`src/rtl/mem_arb_pkg.sv`:
```
// Shared definitions for the two-master memory arbiter: FSM states,
// requester IDs and the default abort timeout.
package mem_arb_pkg;

    typedef enum logic [1:0] {
        IDLE   = 2'd0,
        ACCESS = 2'd1,
        DONE   = 2'd2
    } state_t;

    localparam logic ID_M0 = 1'b0;
    localparam logic ID_M1 = 1'b1;

    localparam int DEFAULT_TIMEOUT_CYCLES = 16;

endpackage

```
`src/rtl/arb_rr_sel.sv`:
```
// Two-way winner selection for mem_arb. Picks the single requester when only
// one is asking; on a tie either alternates (PRIO_RR=1) or favours M0.
// Keeps the registered "last granted" pointer used for alternation.
module arb_rr_sel
    import mem_arb_pkg::*;
#(
    parameter int PRIO_RR = 1
)
(
    input  logic iClk,
    input  logic nRst,
    input  logic i_req0,
    input  logic i_req1,
    input  logic i_take,
    output logic o_any,
    output logic o_winner
);

    logic r_last;

    // Winner pick: lone requester wins, a tie goes to the port not granted last
    always_comb begin
        o_any    = i_req0 | i_req1;
        o_winner = ID_M0;
        if (i_req0 && i_req1) begin
            if (PRIO_RR != 0) begin
                o_winner = ~r_last;
            end else begin
                o_winner = ID_M0;
            end
        end else if (i_req1) begin
            o_winner = ID_M1;
        end
    end

    // Last-grant pointer; reset to M1 so M0 takes the first tie
    always_ff @(posedge iClk or negedge nRst) begin
        if (!nRst) begin
            r_last <= ID_M1;
        end else if (i_take) begin
            r_last <= o_winner;
        end
    end

endmodule

```
`src/rtl/mem_arb.sv`:
```
// Two-master single-port memory arbiter (M0 processor, M1 DMA/debug).
// IDLE -> ACCESS -> DONE; one access in flight at a time, completion pulse
// one cycle after leaving ACCESS.
// Optional feature: define MEM_ARB_TIMEOUT_EN to abort accesses that wait
// TIMEOUT_CYCLES cycles without iMemRdy (reported through oErrN).
module mem_arb
    import mem_arb_pkg::*;
#(
    parameter int TIMEOUT_CYCLES = DEFAULT_TIMEOUT_CYCLES,
    parameter int PRIO_RR        = 1
)
(
    input  logic        iClk,
    input  logic        nRst,
    input  logic        iReq0,
    input  logic        iReq1,
    input  logic        iWrite0,
    input  logic        iWrite1,
    input  logic [31:0] iAddr0,
    input  logic [31:0] iAddr1,
    input  logic [31:0] iWData0,
    input  logic [31:0] iWData1,
    output logic        oGnt0,
    output logic        oGnt1,
    output logic        oRdy0,
    output logic        oRdy1,
    output logic [31:0] oRData0,
    output logic [31:0] oRData1,
    output logic        oErr0,
    output logic        oErr1,
    output logic [31:0] oMemAddr,
    output logic [31:0] oMemData,
    output logic        oMemRead,
    output logic        oMemWrite,
    input  logic [31:0] iMemData,
    input  logic        iMemRdy
);

    state_t      r_state;
    state_t      w_nextState;

    logic        w_anyReq;
    logic        w_winner;
    logic        w_take;
    logic        w_timeout;

    logic        r_gnt0;
    logic        r_gnt1;
    logic        r_rdy0;
    logic        r_rdy1;
    logic [31:0] r_rData0;
    logic [31:0] r_rData1;
    logic [31:0] r_memAddr;
    logic [31:0] r_memData;
    logic        r_memRead;
    logic        r_memWrite;

    if (TIMEOUT_CYCLES < 1) begin : g_badTimeout
        $error("mem_arb: TIMEOUT_CYCLES must be at least 1");
    end

    assign w_take = (r_state == IDLE) && w_anyReq;

    arb_rr_sel #(
        .PRIO_RR (PRIO_RR)
    ) u_sel (
        .iClk     (iClk),
        .nRst     (nRst),
        .i_req0   (iReq0),
        .i_req1   (iReq1),
        .i_take   (w_take),
        .o_any    (w_anyReq),
        .o_winner (w_winner)
    );

`ifdef MEM_ARB_TIMEOUT_EN
    localparam int CNT_W = $clog2(TIMEOUT_CYCLES + 1);

    logic [CNT_W-1:0] r_waitCnt;
    logic             r_abort;
    logic             r_err0;
    logic             r_err1;

    // The final waiting cycle aborts unless the memory answers in that same cycle
    assign w_timeout = (r_state == ACCESS) && !iMemRdy &&
                       (r_waitCnt == CNT_W'(TIMEOUT_CYCLES - 1));

    // Wait counter and abort flag; the error bit is released together with oRdyN
    always_ff @(posedge iClk or negedge nRst) begin
        if (!nRst) begin
            r_waitCnt <= '0;
            r_abort   <= 1'b0;
            r_err0    <= 1'b0;
            r_err1    <= 1'b0;
        end else begin
            r_err0 <= 1'b0;
            r_err1 <= 1'b0;
            case (r_state)
                IDLE: begin
                    r_waitCnt <= '0;
                    r_abort   <= 1'b0;
                end
                ACCESS: begin
                    if (!iMemRdy) begin
                        r_waitCnt <= r_waitCnt + 1'b1;
                    end
                    if (w_timeout) begin
                        r_abort <= 1'b1;
                    end
                end
                DONE: begin
                    r_err0 <= r_abort & r_gnt0;
                    r_err1 <= r_abort & r_gnt1;
                end
                default: begin
                    r_waitCnt <= '0;
                    r_abort   <= 1'b0;
                end
            endcase
        end
    end

    assign oErr0 = r_err0;
    assign oErr1 = r_err1;
`else
    assign w_timeout = 1'b0;
    assign oErr0     = 1'b0;
    assign oErr1     = 1'b0;
`endif

    // State register
    always_ff @(posedge iClk or negedge nRst) begin
        if (!nRst) begin
            r_state <= IDLE;
        end else begin
            r_state <= w_nextState;
        end
    end

    // Next-state logic: leave ACCESS on memory completion or abort
    always_comb begin
        w_nextState = r_state;
        case (r_state)
            IDLE: begin
                if (w_anyReq) begin
                    w_nextState = ACCESS;
                end
            end
            ACCESS: begin
                if (iMemRdy || w_timeout) begin
                    w_nextState = DONE;
                end
            end
            DONE: begin
                w_nextState = IDLE;
            end
            default: begin
                w_nextState = IDLE;
            end
        endcase
    end

    // Datapath: latch winner's request, capture read data, pulse completion
    always_ff @(posedge iClk or negedge nRst) begin
        if (!nRst) begin
            r_gnt0     <= 1'b0;
            r_gnt1     <= 1'b0;
            r_rdy0     <= 1'b0;
            r_rdy1     <= 1'b0;
            r_rData0   <= '0;
            r_rData1   <= '0;
            r_memAddr  <= '0;
            r_memData  <= '0;
            r_memRead  <= 1'b0;
            r_memWrite <= 1'b0;
        end else begin
            r_rdy0 <= 1'b0;
            r_rdy1 <= 1'b0;
            case (r_state)
                IDLE: begin
                    if (w_anyReq) begin
                        r_gnt0 <= (w_winner == ID_M0);
                        r_gnt1 <= (w_winner == ID_M1);
                        if (w_winner == ID_M1) begin
                            r_memAddr  <= iAddr1;
                            r_memData  <= iWData1;
                            r_memRead  <= ~iWrite1;
                            r_memWrite <= iWrite1;
                        end else begin
                            r_memAddr  <= iAddr0;
                            r_memData  <= iWData0;
                            r_memRead  <= ~iWrite0;
                            r_memWrite <= iWrite0;
                        end
                    end
                end
                ACCESS: begin
                    if (iMemRdy && r_memRead) begin
                        if (r_gnt1) begin
                            r_rData1 <= iMemData;
                        end else begin
                            r_rData0 <= iMemData;
                        end
                    end
                end
                DONE: begin
                    r_rdy0     <= r_gnt0;
                    r_rdy1     <= r_gnt1;
                    r_gnt0     <= 1'b0;
                    r_gnt1     <= 1'b0;
                    r_memRead  <= 1'b0;
                    r_memWrite <= 1'b0;
                end
                default: begin
                    r_gnt0     <= 1'b0;
                    r_gnt1     <= 1'b0;
                    r_memRead  <= 1'b0;
                    r_memWrite <= 1'b0;
                end
            endcase
        end
    end

    assign oGnt0     = r_gnt0;
    assign oGnt1     = r_gnt1;
    assign oRdy0     = r_rdy0;
    assign oRdy1     = r_rdy1;
    assign oRData0   = r_rData0;
    assign oRData1   = r_rData1;
    assign oMemAddr  = r_memAddr;
    assign oMemData  = r_memData;
    assign oMemRead  = r_memRead;
    assign oMemWrite = r_memWrite;

endmodule

```
`config.mk`:
```
export PLATFORM = sky130hd
export DESIGN_NAME = mem_arb
export DESIGN_NICKNAME = d
export VERILOG_FILES = /design/src/rtl/mem_arb_pkg.sv /design/src/rtl/arb_rr_sel.sv /design/src/rtl/mem_arb.sv
export SDC_FILE = /design/constraint.sdc
export NUM_CORES = 1
export LEC_CHECK = 0
export BUFFER_PORTS_ARGS = -buffer_cell sky130_fd_sc_hd__buf_2
export CORE_AREA = 2 2 116 118
export CTS_CLUSTER_DIAMETER = 100
export DETAILED_ROUTE_END_ITERATION = 7
export DIE_AREA = 0 0 118 120
export PLACE_DENSITY = 0.89
export SKIP_LAST_GASP = 1
export SYNTH_ARGS = -nofsm -noshare
export SYNTH_HDL_FRONTEND = slang
export SYNTH_HIERARCHICAL = 1
export SYNTH_SLANG_ARGS = --single-unit
```
`constraint.sdc`:
```
create_clock -name iClk -period 2.4 [get_ports iClk]
set_input_delay 0 -clock iClk [delete_from_list [all_inputs] [get_ports iClk]]
set_output_delay 0 -clock iClk [all_outputs]
set_load 0.01 [all_outputs]
```
==> impl_metrics.csv <==
group,metric,value,unit
layout,fill_cells,754,
global_routing,antenna_found_initial,2,
timing,worst_pin_slew,0.703,ns
synth,synth_compound_area_frac,0.0649,
synth,synth_xor_area_frac,0,
timing,setup_tns,0,ns
cts,cts_sinks,137,
placement,port_buffers,300,
timing,rsz0062_at_grt,"false",
synth,ys_seq_area_frac,0.587,
power,leakagePower,5.02,nW
timing,holdWs,0.122,ns
global_routing,grtUsageTotal,0.292,
timing,fin_crit,2.03,ns
cts,worstSkewPairLatency,0.42,ns
timing,fmaxAchievable,0.493,GHz
drt,drt-total-wl,20000,um
layout,layout-drive-gt1-share,0.446,
synth,synth_mux_area_frac,0.257,
timing,slew_headroom,0.531,
cts,cts_made_buffers,17,
flow_run,drv_cap,0,
min_path,hold_path_class,"input pin to async pin",
worst_setup_path,end_kind,"flop",
power,p_total,10.8,mW
global_routing,grt_max_degree,67,
timing,setup_violations,0,
worst_setup_path,critPathKind,"flop to flop",
layout,multi_input_area,0.00219,mm2
global_routing,grt_pass1_wl,31700,um
cts,cts.clk_slew.worst_paths,0.06,ns
timing,slew_violations,0,
worst_setup_path,reg2regPathDepth,5,
timing,finalHoldViolCount,0,
floorplanning,fp.dieH,120,um
synth,synthAdderAreaFrac,0,
cts,htreeDepth,4,
outcome,status,"completed",
synth,synth_area,0.00584,mm2
worst_setup_path,worstPathMaxFanout,42,
drt,dr.pass1.iters,5,
power,ir_worst_vdd,511,uV
drt,ant_nets,0,
timing,finalClockSkew,0.00858,ns
drt,first_iter_violations,406,
drt,post_drt_via_cell_ratio,5.00,
global_routing,grt_overflow_total,0,
worst_setup_path,arrival,2.31,ns
worst_setup_path,reg2reg_to,"oMemData[1]$_DFFE_PN0P_",
cts,tritoncts,"yes",
floorplanning,io_pins,303,
synth,ys_seq_elements,137,
synth,synth_top_family_by_area,"multiplexers",
worst_setup_path,cp-start-kind,"flop",
global_routing,grt_util_met3,0.0856,
placement,gp_congestion,0.788,
global_routing,use_met2,0.529,
floorplanning,core_area,0.0130,mm2
worst_setup_path,reg2reg_slack,0.37,ns
layout,seq_area,0.00343,mm2
synth,synthCells,445,
drt,wl_per_cell,18.3,um
cts,cts-root-buf,"clkbuf_16",
synth,yosysUniqueCellTypes,27,
synth,synth-simple-area-share,0.0508,
global_routing,first_global_vias,5987,
timing,finalCritPeriodShare,0.846,
worst_setup_path,required,2.68,ns
layout,area_delta_synth_final,66.4,%
cts,cts_buffer_depth,2,
floorplanning,start_util,0.450,
placement,dpl.hpwl,10800,um
layout,final_cell_mix,"buf_2 (299), dlygate4sd3_1 (164), dfrtp_1 (136), mux2i_1 (65), nand2_1 (64)",
layout,final_common_cell,"buf_2",
placement,placed_cell_area,0.00747,mm2
global_routing,busiest_layer,"met2",
global_routing,grtUsageMet1,0.321,
synth,synth_warnings,6,
power,power_density,1110,mW/mm2
floorplanning,placementRows,42,
worst_setup_path,r2r_start,"u_sel/r_last$_DFFE_PN1P_",
drt,via_count,5474,
floorplanning,die-area,0.0142,mm2
floorplanning,die_width,118,um
synth,syn_avg_cell_area,13.1,um2
layout,fin_nets,1071,
drt,drc,0,
layout,fin_area,0.00972,mm2
routing by layer:
metal,share of wire,wire length [um]
met1,0.37,7470
met2,0.52,10500
met3,0.077,1540
met4,0.027,550
met5,0,0
registers in the layout, summed over array words and instances, names as in the netlist:
register      flops
r_state           2
oMemAddr         32
oRData1          32
oMemWrite         1
oMemRead          1
oMemData         32
u_sel/r_last      1
oRdy0             1
oGnt0             1
oRdy1             1
oRData0          32
oGnt1             1
cell type report:
type / count / area share
tap: 176 / 0.0227
clock buffer: 18 / 0.0441
inverter: 2 / 0.000772
clock inverter: 14 / 0.0178
timing repair buffer: 471 / 0.336
sequential: 137 / 0.353
antenna: 2 / 0.000515
multi-input combinational: 275 / 0.226
cell usage after synthesis:
cell	number	area share
nand3_1	1	0.00086
and3b_1	2	0.0030
o2bb2ai_1	2	0.0030
buf_6	2	0.0039
or2_1	1	0.0011
mux2i_1	65	0.11
inv_1	2	0.0013
mux2_2	34	0.066
a21oi_1	1	0.00086
a21boi_2	1	0.0019
clkbuf_2	1	0.00086
buf_4	6	0.0077
a211oi_1	1	0.0013
buf_2	15	0.013
clkbuf_1	5	0.0032
dfstp_2	1	0.0045
and3_2	2	0.0026
nand2_1	64	0.041
mux2_4	31	0.080
o21ai_1	6	0.0051
buf_12	3	0.010
dfrtp_1	136	0.58
conb_1	1	0.00064
nor2_1	1	0.00064
a22o_1	2	0.0030
or3b_1	1	0.0015
o21ai_0	58	0.050
worst max-delay path, cell delays in order (launching register included):
cell and delay (ns):
dfstp_2 0.39, a21boi_4 0.21, buf_12 0.29, mux2i_1 0.26, dlygate4sd3_1 0.59, o21ai_0 0.10
cell families after synthesis:
group | after synthesis
buf+inv | 34
mux | 130
other cells | 1
simple gates | 72
flops | 137
compound gates | 71
stage by stage:
step	utilization	setup WS [ns]	std cells
2_1_floorplan	-	0.927	446
3_3_place_gp	0.576	0.618	897
4_1_cts	0.749	0.436	1093
6_report	0.749	0.370	1095
3_5_place_dp	0.576	0.570	897
5_1_grt	0.749	0.269	1093
worst max path at each step:
| stage | startpoint | endpoint | slack [ns] |
|---|---|---|---|
| finish | u_sel/r_last$_DFFE_PN1P_ | oMemData[1]$_DFFE_PN0P_ | 0.37 |
| global route | u_sel/r_last$_DFFE_PN1P_ | oMemAddr[7]$_DFFE_PN0P_ | 0.27 |
| CTS | u_sel/r_last$_DFFE_PN1P_ | oMemAddr[8]$_DFFE_PN0P_ | 0.44 |
| detailed placement | r_state[1]$_DFFE_PN0P_ | oRData0[30]$_DFFE_PN0P_ | 0.57 |
| global placement | r_state[1]$_DFFE_PN0P_ | oRData0[28]$_DFFE_PN0P_ | 0.62 |
| floorplan | r_state[1]$_DFFE_PN0P_ | oRData0[0]$_DFFE_PN0P_ | 0.93 |
power breakdown:
group	internal, mW	switching (mW)
logic	2.04	2.03
registers	3.39	0.693
clock network	1.64	1.02
repair_timing:
action | CTS | global route
hold buffers | 164 | 0
buffers inserted | 0 | 0
setup endpoints to repair | 0 | 0
gates resized for setup | 0 | 0
hold endpoints to repair | 234 | 0
(Power assumes the default switching activity.)
